[src/rtl/cpu_sequencer_if.sv]
// Handshake and control bus between the sequencer and its fetch/decode/execute neighbours.
// Master drives the instruction-side inputs; slave (the sequencer) drives pc and controls.
// Purely structural, no storage.
interface cpu_sequencer_if;
  logic        start;
  logic [31:0] ins;
  logic        zero;
  logic [31:0] imm;
  logic [25:0] jTarget;

  logic [31:0] pc;
  logic        RegDst;
  logic        RegWrite;
  logic        ALUSrc;
  logic        MemRead;
  logic        MemWrite;
  logic        Mem2Reg;
  logic [2:0]  op;
  logic [2:0]  state;
  logic [31:0] insn_count;
  logic        halted;
  logic        illegal;

  modport master (
    output start, ins, zero, imm, jTarget,
    input  pc, RegDst, RegWrite, ALUSrc, MemRead, MemWrite, Mem2Reg,
    input  op, state, insn_count, halted, illegal
  );

  modport slave (
    input  start, ins, zero, imm, jTarget,
    output pc, RegDst, RegWrite, ALUSrc, MemRead, MemWrite, Mem2Reg,
    output op, state, insn_count, halted, illegal
  );
endinterface

[src/rtl/cpu_sequencer.sv]
// Multi-cycle control sequencer: FETCH/DECODE/EXEC/MEM/WB with pc update and retire counting.
// Controls are registered: they change on the edge that enters a state, 3 to 5 cycles per instruction.
// No backpressure; start is sampled only in IDLE, HALT persists until rst.
module cpu_sequencer #(
  parameter logic [31:0] RESET_PC  = 32'd128,
  parameter logic [31:0] MAX_INSNS = 32'd11
) (
  input logic          clk,
  input logic          rst,
  cpu_sequencer_if.slave bus
);

  typedef enum logic [2:0] {
    S_IDLE   = 3'd0,
    S_FETCH  = 3'd1,
    S_DECODE = 3'd2,
    S_EXEC   = 3'd3,
    S_MEM    = 3'd4,
    S_WB     = 3'd5,
    S_HALT   = 3'd6
  } state_t;

  typedef enum logic [2:0] {
    C_R, C_ADDI, C_LW, C_SW, C_BEQ, C_J, C_ILL
  } cls_t;

  state_t      state_q, state_d;
  logic [31:0] pc_q, pc_d;
  logic [31:0] cnt_q, cnt_d;
  logic [31:0] ir_q, ir_d;
  logic        ill_q, ill_d;

  logic        regdst_q, regdst_d;
  logic        regwrite_q, regwrite_d;
  logic        alusrc_q, alusrc_d;
  logic        memread_q, memread_d;
  logic        memwrite_q, memwrite_d;
  logic        mem2reg_q, mem2reg_d;
  logic [2:0]  op_q, op_d;
  logic        halted_q, halted_d;

  cls_t        cls;
  logic [2:0]  dec_op;
  logic [31:0] pc_plus4;
  logic [31:0] cnt_inc;
  logic [31:0] pc_next;
  logic        retire;
  logic        unused_ir_bits;

  // IR captures the fetched word on the FETCH exit edge; decoding IR's next value lets
  // the controls be valid in the very first DECODE cycle.
  assign ir_d           = (state_q == S_FETCH) ? bus.ins : ir_q;
  assign unused_ir_bits = ^ir_d[25:6];

  assign pc_plus4 = pc_q + 32'd4;
  assign cnt_inc  = cnt_q + 32'd1;

  // Classify the instruction and pick its ALU operation.
  always_comb begin
    cls    = C_ILL;
    dec_op = 3'b000;
    case (ir_d[31:26])
      6'h00: begin
        case (ir_d[5:0])
          6'h20: begin cls = C_R; dec_op = 3'b010; end
          6'h22: begin cls = C_R; dec_op = 3'b110; end
          6'h24: begin cls = C_R; dec_op = 3'b000; end
          6'h25: begin cls = C_R; dec_op = 3'b001; end
          6'h2A: begin cls = C_R; dec_op = 3'b111; end
          default: cls = C_ILL;
        endcase
      end
      6'h08:   begin cls = C_ADDI; dec_op = 3'b010; end
      6'h23:   begin cls = C_LW;   dec_op = 3'b010; end
      6'h2B:   begin cls = C_SW;   dec_op = 3'b010; end
      6'h04:   begin cls = C_BEQ;  dec_op = 3'b110; end
      6'h02:   begin cls = C_J;    dec_op = 3'b000; end
      default: cls = C_ILL;
    endcase
  end

  // Next state, pc and retire bookkeeping; a retire happens on the last state of each path.
  always_comb begin
    state_d = state_q;
    pc_d    = pc_q;
    cnt_d   = cnt_q;
    ill_d   = ill_q;
    retire  = 1'b0;
    pc_next = pc_plus4;
    case (state_q)
      S_IDLE:   if (bus.start) state_d = S_FETCH;
      S_FETCH:  state_d = S_DECODE;
      S_DECODE: begin
        if (cls == C_ILL) begin
          state_d = S_HALT;
          ill_d   = 1'b1;
        end else begin
          state_d = S_EXEC;
        end
      end
      S_EXEC: begin
        case (cls)
          C_R, C_ADDI: state_d = S_WB;
          C_LW, C_SW:  state_d = S_MEM;
          C_BEQ: begin
            retire = 1'b1;
            if (bus.zero) pc_next = pc_plus4 + {bus.imm[29:0], 2'b00};
          end
          C_J: begin
            retire  = 1'b1;
            pc_next = {pc_plus4[31:28], bus.jTarget, 2'b00};
          end
          default: state_d = S_HALT;
        endcase
      end
      S_MEM: begin
        if (cls == C_LW) state_d = S_WB;
        else             retire  = 1'b1;
      end
      S_WB:   retire  = 1'b1;
      S_HALT: state_d = S_HALT;
      default: state_d = S_HALT;
    endcase
    if (retire) begin
      pc_d    = pc_next;
      cnt_d   = cnt_inc;
      state_d = ((MAX_INSNS != 32'd0) && (cnt_inc == MAX_INSNS)) ? S_HALT : S_FETCH;
    end
  end

  // Controls for the state being entered, so the registered outputs line up with state.
  always_comb begin
    regdst_d   = 1'b0;
    regwrite_d = 1'b0;
    alusrc_d   = 1'b0;
    memread_d  = 1'b0;
    memwrite_d = 1'b0;
    mem2reg_d  = 1'b0;
    op_d       = 3'b000;
    halted_d   = (state_d == S_HALT);
    if ((state_d == S_DECODE || state_d == S_EXEC || state_d == S_MEM || state_d == S_WB)
        && (cls != C_ILL)) begin
      regdst_d   = (cls == C_R);
      alusrc_d   = (cls == C_ADDI) || (cls == C_LW) || (cls == C_SW);
      mem2reg_d  = (cls == C_LW);
      op_d       = dec_op;
      regwrite_d = (state_d == S_WB);
      memread_d  = (state_d == S_MEM) && (cls == C_LW);
      memwrite_d = (state_d == S_MEM) && (cls == C_SW);
    end
  end

  // Single state register for the FSM and all of its registered outputs.
  always_ff @(posedge clk) begin
    if (rst) begin
      state_q    <= S_IDLE;
      pc_q       <= RESET_PC;
      cnt_q      <= 32'd0;
      ir_q       <= 32'd0;
      ill_q      <= 1'b0;
      regdst_q   <= 1'b0;
      regwrite_q <= 1'b0;
      alusrc_q   <= 1'b0;
      memread_q  <= 1'b0;
      memwrite_q <= 1'b0;
      mem2reg_q  <= 1'b0;
      op_q       <= 3'b000;
      halted_q   <= 1'b0;
    end else begin
      state_q    <= state_d;
      pc_q       <= pc_d;
      cnt_q      <= cnt_d;
      ir_q       <= ir_d;
      ill_q      <= ill_d;
      regdst_q   <= regdst_d;
      regwrite_q <= regwrite_d;
      alusrc_q   <= alusrc_d;
      memread_q  <= memread_d;
      memwrite_q <= memwrite_d;
      mem2reg_q  <= mem2reg_d;
      op_q       <= op_d;
      halted_q   <= halted_d;
    end
  end

  assign bus.pc         = pc_q;
  assign bus.insn_count = cnt_q;
  assign bus.state      = state_q;
  assign bus.illegal    = ill_q;
  assign bus.halted     = halted_q;
  assign bus.RegDst     = regdst_q;
  assign bus.RegWrite   = regwrite_q;
  assign bus.ALUSrc     = alusrc_q;
  assign bus.MemRead    = memread_q;
  assign bus.MemWrite   = memwrite_q;
  assign bus.Mem2Reg    = mem2reg_q;
  assign bus.op         = op_q;

endmodule

[src/flat_wrapper.sv]
// flat-port wrapper written by rule: the top's interface ports become plain ports
module cpu_sequencer_flat 
#(
  parameter logic [31:0] RESET_PC  = 32'd128,
  parameter logic [31:0] MAX_INSNS = 32'd11
)
  (clk, rst, bus_start, bus_ins, bus_zero, bus_imm, bus_jTarget, bus_pc, bus_RegDst, bus_RegWrite, bus_ALUSrc, bus_MemRead, bus_MemWrite, bus_Mem2Reg, bus_op, bus_state, bus_insn_count, bus_halted, bus_illegal);
  cpu_sequencer_if bus_i ();
  input logic clk;
  input logic rst;
  input wire logic [$bits(bus_i.start)-1:0] bus_start;
  input wire logic [$bits(bus_i.ins)-1:0] bus_ins;
  input wire logic [$bits(bus_i.zero)-1:0] bus_zero;
  input wire logic [$bits(bus_i.imm)-1:0] bus_imm;
  input wire logic [$bits(bus_i.jTarget)-1:0] bus_jTarget;
  output wire logic [$bits(bus_i.pc)-1:0] bus_pc;
  output wire logic [$bits(bus_i.RegDst)-1:0] bus_RegDst;
  output wire logic [$bits(bus_i.RegWrite)-1:0] bus_RegWrite;
  output wire logic [$bits(bus_i.ALUSrc)-1:0] bus_ALUSrc;
  output wire logic [$bits(bus_i.MemRead)-1:0] bus_MemRead;
  output wire logic [$bits(bus_i.MemWrite)-1:0] bus_MemWrite;
  output wire logic [$bits(bus_i.Mem2Reg)-1:0] bus_Mem2Reg;
  output wire logic [$bits(bus_i.op)-1:0] bus_op;
  output wire logic [$bits(bus_i.state)-1:0] bus_state;
  output wire logic [$bits(bus_i.insn_count)-1:0] bus_insn_count;
  output wire logic [$bits(bus_i.halted)-1:0] bus_halted;
  output wire logic [$bits(bus_i.illegal)-1:0] bus_illegal;
  assign bus_i.start = bus_start;
  assign bus_i.ins = bus_ins;
  assign bus_i.zero = bus_zero;
  assign bus_i.imm = bus_imm;
  assign bus_i.jTarget = bus_jTarget;
  assign bus_pc = bus_i.pc;
  assign bus_RegDst = bus_i.RegDst;
  assign bus_RegWrite = bus_i.RegWrite;
  assign bus_ALUSrc = bus_i.ALUSrc;
  assign bus_MemRead = bus_i.MemRead;
  assign bus_MemWrite = bus_i.MemWrite;
  assign bus_Mem2Reg = bus_i.Mem2Reg;
  assign bus_op = bus_i.op;
  assign bus_state = bus_i.state;
  assign bus_insn_count = bus_i.insn_count;
  assign bus_halted = bus_i.halted;
  assign bus_illegal = bus_i.illegal;
  cpu_sequencer #(.RESET_PC(RESET_PC), .MAX_INSNS(MAX_INSNS)) u_core (.clk(clk), .rst(rst), .bus(bus_i));
endmodule
[config.mk]
export PLATFORM = sky130hd
export DESIGN_NAME = cpu_sequencer_flat
export DESIGN_NICKNAME = d
export VERILOG_FILES = /design/src/rtl/cpu_sequencer_if.sv /design/src/rtl/cpu_sequencer.sv /design/src/flat_wrapper.sv
export SDC_FILE = /design/constraint.sdc
export NUM_CORES = 1
export LEC_CHECK = 0
export ABC_AREA = 0
export CAP_MARGIN = 20
export CORE_MARGIN = 4
export CORE_UTILIZATION = 52
export DETAILED_ROUTE_END_ITERATION = 10
export PLACE_DENSITY = 0.83
export SLEW_MARGIN = 10
export SYNTH_ARGS = -nofsm -noshare
export SYNTH_HDL_FRONTEND = slang
export SYNTH_SLANG_ARGS = --single-unit
[constraint.sdc]
create_clock -name clk -period 4.6 [get_ports clk]
set_input_delay 0.92 -clock clk [delete_from_list [all_inputs] [get_ports clk]]
set_output_delay 0.92 -clock clk [all_outputs]
set_load 0.05 [all_outputs]
# Word-level counts from Yosys, hierarchy flattened
# Cells that the tools add are included.
word_totals:
  mem_bits_ro: 0
  in_bits: 94
  mem_count: 0
  mem_bits_rw: 0
  latchBits: 0
  regBits: 110
classes:
  reduce_logical: 18
  div_mod_pow: 0
  bitwise_logic: 1
  mul: 0
  n_lt_le_gt_ge: 0
  mux: 18
  eq_ne: 28
  add_sub_neg: 3
  shifts: 0
ops:
  columns: ["op", "count"]
  rows:
  - ["$mux W32", 3]
  - ["$pmux W32 S2", 1]
  - ["$eq A6 B6 Y1 const B", 7]
  - ["$pmux W3 S6", 2]
  - ["$add A32 B1 Y32 const B", 1]
  - ["$add A32 B3 Y32 const B", 1]
  - ["$add A32 B32 Y32", 1]
  - ["$eq A32 B4 Y1 const B", 1]
  - ["$eq A3 B3 Y1 const B", 8]
  - ["$eq A3 B2 Y1 const B", 6]
  - ["$mux W3", 6]
  - ["$pmux W3 S3", 2]
  - ["$pmux W3 S4", 1]
  - ["$reduce_or A2 Y1", 4]
  - ["$eq A3 B1 Y1 const B", 2]
  - ["$eq A6 B2 Y1 const B", 1]
  - ["$eq A6 B3 Y1 const B", 1]
  - ["$eq A6 B4 Y1 const B", 1]
  - ["$logic_not A3 Y1", 2]
  - ["$logic_not A6 Y1", 1]
  - ["$logic_or A1 B1 Y1", 5]
  - ["$reduce_or A5 Y1", 1]
  - ["$logic_and A1 B1 Y1", 3]
  - ["$ne A3 B3 Y1 const B", 1]
  - ["5 further kinds", 6]

# Longest topological paths before layout
depth:
  ltp_word: 18
  depth_mapped: 15

# Worst setup path before layout
# OpenSTA, ideal clock, no wires.
synth_timing:
  kind: "register -> register"
  startpoint: "reg u_core.pc_q[2], in the netlist u_core.bus.pc[2]"
  endpoint: "reg u_core.pc_q[31], in the netlist u_core.bus.pc[31]"
  path_slack_ps: -62
  required_ps: 4479
  t_arrival_ps: 4541
  path_stages_with_launch: 16
  setup_ps: 121
  path_buffers: 0
  synth_period_minus_slack_ps: 4662
  path_cell_list: "dfxtp_1 > ha_1 > inv_1 > nor4_2 > nor4bb_1 > nand3_1 > xnor2_1 > ha_1 > o21ai_0 > o21ai_0 > a211oi_1 > nor4bb_1 > a311oi_1 > o211ai_1 > mux2i_1 > mux2_2"
synth_via:
  elab_chain_len: 5
synth_lines:
  columns: ["item", "line_no", "text"]
  rows:
  - ["from (decl)", "cpu_sequencer.sv:28", "logic [31:0] pc_q, pc_d;"]
  - ["from (signal assigned)", "cpu_sequencer.sv:171", "pc_q <= pc_d;"]
  - ["$add A32 B3 Y32 (*)", "cpu_sequencer.sv:55", "assign pc_plus4 = pc_q + 32'd4;"]
  - ["$add A32 B32 Y32", "cpu_sequencer.sv:107", "if (bus.zero) pc_next = pc_plus4 + {bus.imm[29:0], 2'b00};"]
  - ["$mux W32", "cpu_sequencer.sv:107", null]
  - ["$pmux W32 S2", "cpu_sequencer.sv:102", "case (cls)"]
  - ["$mux W32 (*)", "cpu_sequencer.sv:90", "case (state_q)"]
# Every way passes the cells marked *; elsewhere a longest branch is shown, timed or not.
# A chain may end at the register's enable or synchronous reset.

# Worst setup path in the final report
layout_timing:
  startpoint: "reg u_core.pc_q[3], in the netlist u_core.bus.pc[3]"
  endpoint: "reg u_core.pc_q[31], in the netlist u_core.bus.pc[31]"
# The elaborated chain is that of the path after synthesis.

==> results.tsv <==
stage	metric	value	unit
synthesis	ys_top_cells_by_count	nor2_1 (119), dfxtp_1 (88), nand2_1 (85)	
global_routing	grt_pass1_wl	36100	um
layout	final_cells	1299	
sta	relSlewSlack	34.5	%
clock_network	root_buffer	clkbuf_16	
drt	ant_nets	0	
clock_network	clock_latency	340	ps
sta	hold_viol_final	0	
clock_network	cts_sinks	88	
clock_network	htree_levels	3	
sta	period_share	92.1	%
global_routing	first_global_vias	7452	
pwr	peakVddDrop	0.000446	V
pwr	p_leak	0.00344	uW
synthesis	synth_top_cell_by_area	dfxtp_1	
synthesis	netlist.area_leader.share	24.0	%
clock_network	clk_path_buf_depth	2	
synthesis	synth.most_common_cell	nor2_1	
floorplanning	dieWidth	127	um
synthesis	syn_avg_cell_area	7.52	um2
placed_design	numPlacedInstances	1282	
worst_setup_path	critPathLaunchType	flop	
worst_setup_path	cp_data_arrival_time	4470	ps
sta	drv_slew	0	
placed_design	gp_congestion	0.931	
clock_network	cts_tree	done	
layout	layout-drive-gt1-share	6.70	%
sta	fmax	236	MHz
synthesis	yosysUniqueCellTypes	86	
synthesis	synth_ff_type	dfxtp_1	
sta	rsz0062_at_grt	false	
worst_hold_path	hp-class	reg2reg	
pwr	powerDensity	441	nW/um2
synthesis	synth-async-reset-ratio	0	%
drt	drc	0	
layout	multi_input_area	5320	um2
layout	diodes	0	
synthesis	synth.cell_area	7350	um2
floorplanning	fp.dieH	127	um
worst_setup_path	path_class	reg2reg	
worst_setup_path	r2r_slack	360	ps
clock_network	clk_pin_slew	70	ps
clock_network	cts_hold_buf	0	
run_status	status	finished, final reports clean	
worst_setup_path	cp-end-kind	flop	
global_routing	grt_max_degree	55	
floorplanning	coreArea	13900	um2
layout	area_delta_synth_final	27.6	%
global_routing	grt-ovfl-total	0	
drt	num_vias	8061	
floorplanning	ios	172	
worst_setup_path	cp_max_fo	9	
drt	post_drt_wl_per_cell	17.3	um
placed_design	numPortBuffers	147	
synthesis	yosys_warnings	0	
global_routing	antenna_found_initial	0	
drt	wirelength	22400	um
sta	hold_ws	461	ps
layout	seqCellArea	1760	um2
sta	tightest_slew	975	ps
layout	fill_cells	1194	
sta	fin_worst_skew	6.75	ps
sta	setup_viol	0	
floorplanning	initial_core_util	53.0	%
drt	first_pass_iters	6	
floorplanning	rows	43	
synthesis	synth_area_leaders	dfxtp_1 (24%), nor2_1 (6.1%), xnor2_1 (6.0%), ha_1 (5.4%), a21oi_1 (4.6%)	
sta	tns	0	ps
synthesis	ys_seq_area_share	24.0	%
drt	drt-initial-drc-count	708	
synthesis	synthCells	978	
worst_setup_path	worstPathRequired	4830	ps
global_routing	grtUsageTotal	26.8	%
synthesis	synth_edf_count	0	
flow_run	maxCapViolCount	0	
clock_network	tritoncts.num_buffers	9	
layout	nets	1241	
synthesis	synth-seq-cells	88	
floorplanning	die_area	16100	um2
placed_design	dp_hpwl	16900	um
drt	viasPerCell	6.21	
sta	post-route-min-period	4240	ps
[cell type report]
cell class	count	area share [%]
Timing Repair Buffer	174	17.8
Tap cell	180	2.40
Inverter	25	1.00
Clock buffer	9	2.40
Clock inverter	7	1.00
Sequential cell	88	18.8
Multi-Input combinational cell	816	56.6
[sequential cells by signal (all words and copies together) (netlist names)]
name,cells
u_core.bus.RegDst,1
u_core.bus.insn_count,32
u_core.bus.MemRead,1
u_core.bus.pc,30
u_core.bus.halted,1
u_core.bus.MemWrite,1
u_core.ir_q,12
u_core.bus.illegal,1
u_core.bus.op,3
u_core.bus.ALUSrc,1
u_core.bus.state,3
u_core.bus.Mem2Reg,1
u_core.bus.RegWrite,1
[cell families (layout without fill, tap and decap cells)]
group                    after synthesis  in the layout  synth area share [%]
multiplexers                          24             24                  3.40
AO/OA/AOI/OAI                        261            261                  24.1
buffers and inverters                 75            215                  4.08
adder cells (fa/ha/maj)               35             35                  5.99
flip-flops                            88             88                  24.0
other                                  1              2                0.0510
XOR/XNOR                              87             87                  10.4
AND/OR/NAND/NOR                      407            407                  28.1
[metal layers]
| metal | routed length (um) | part of all wire, % | global-route usage [%] |
|---|---|---|---|
| met5 | 0 | 0 | 0 |
| met2 | 10400 | 46 | 43.4 |
| met3 | 1720 | 7.7 | 5.39 |
| met4 | 713 | 3.2 | 9.72 |
| met1 | 9630 | 43 | 35.4 |
[cell usage in the layout, fill, tap and decap left out, types with 8 or more instances in the layout]
cell type        Yosys  final
and2_1              14     14
nand3_1             34     34
buf_4                2     27
a31oi_1             11     11
nand2b_1             9      9
nor2b_1             10     10
xor2_1              37     37
or2_2                9      9
o21ai_0             49     48
ha_1                32     32
xnor2_1             50     50
mux2i_1             19     19
a221oi_1             8      8
nand4_1             16     16
a21oi_1             68     68
inv_1               25     25
clkdlybuf4s50_1      0    146
or3_1                9      9
nand2_1             85     85
nor3_1              36     35
and3_1              20     20
o211ai_1            10     10
a311oi_1            10     10
a211oi_1            25     25
dfxtp_1             88     88
nor2_1             119    118
o21a_1              12     12
clkbuf_16            0      9
nor4_1              12     11
[path summary, 6_finish.rpt]
| kind | from | endpoint | cells after the start |
|---|---|---|---|
| max | u_core.bus.pc[3] | u_core.bus.pc[31] | 15 |
| min | u_core.ir_q[5] | u_core.ir_q[5] | 2 |
| max reg2reg | u_core.bus.pc[3] | u_core.bus.pc[31] | 15 |
| min reg2reg | u_core.ir_q[5] | u_core.ir_q[5] | 2 |
[repair_timing]
item / CTS / global route
resized for setup: 0 / 2
endpoints found under the setup margin: 0 / 1
setup buffers: 0 / 1
endpoints found under the hold margin: 0 / 0
[critical path, stage by stage, from the launching register on]
cell,delay (ps)
dfxtp_1,410
ha_1,260
inv_1,120
nor4_2,280
buf_4,210
nand3_1,100
xor2_1,250
inv_1,70
ha_1,340
a21oi_1,240
o21ai_0,190
a311o_1,420
or2_2,320
o211ai_1,320
mux2i_1,250
mux2_2,340
[where the power goes]
part / total, uW / switching, uW / internal [uW]
Sequential: 1050 / 168 / 878
Clock: 789 / 314 / 476
Combinational: 2300 / 1420 / 879
[metrics by stage]
stage	worst slack, ps	util, %	total power (uW)	instance area (um2)
6_report	364	67.6	4140	9390
3_3_place_gp	437	65.2	3270	9050
4_1_cts	314	67.5	4120	9370
3_5_place_dp	318	65.2	3310	9050
5_1_grt	24.3	67.6	4380	9390
2_1_floorplan	56.8	-	2650	7360
No activity file was read; power rests on OpenSTA's default activity.
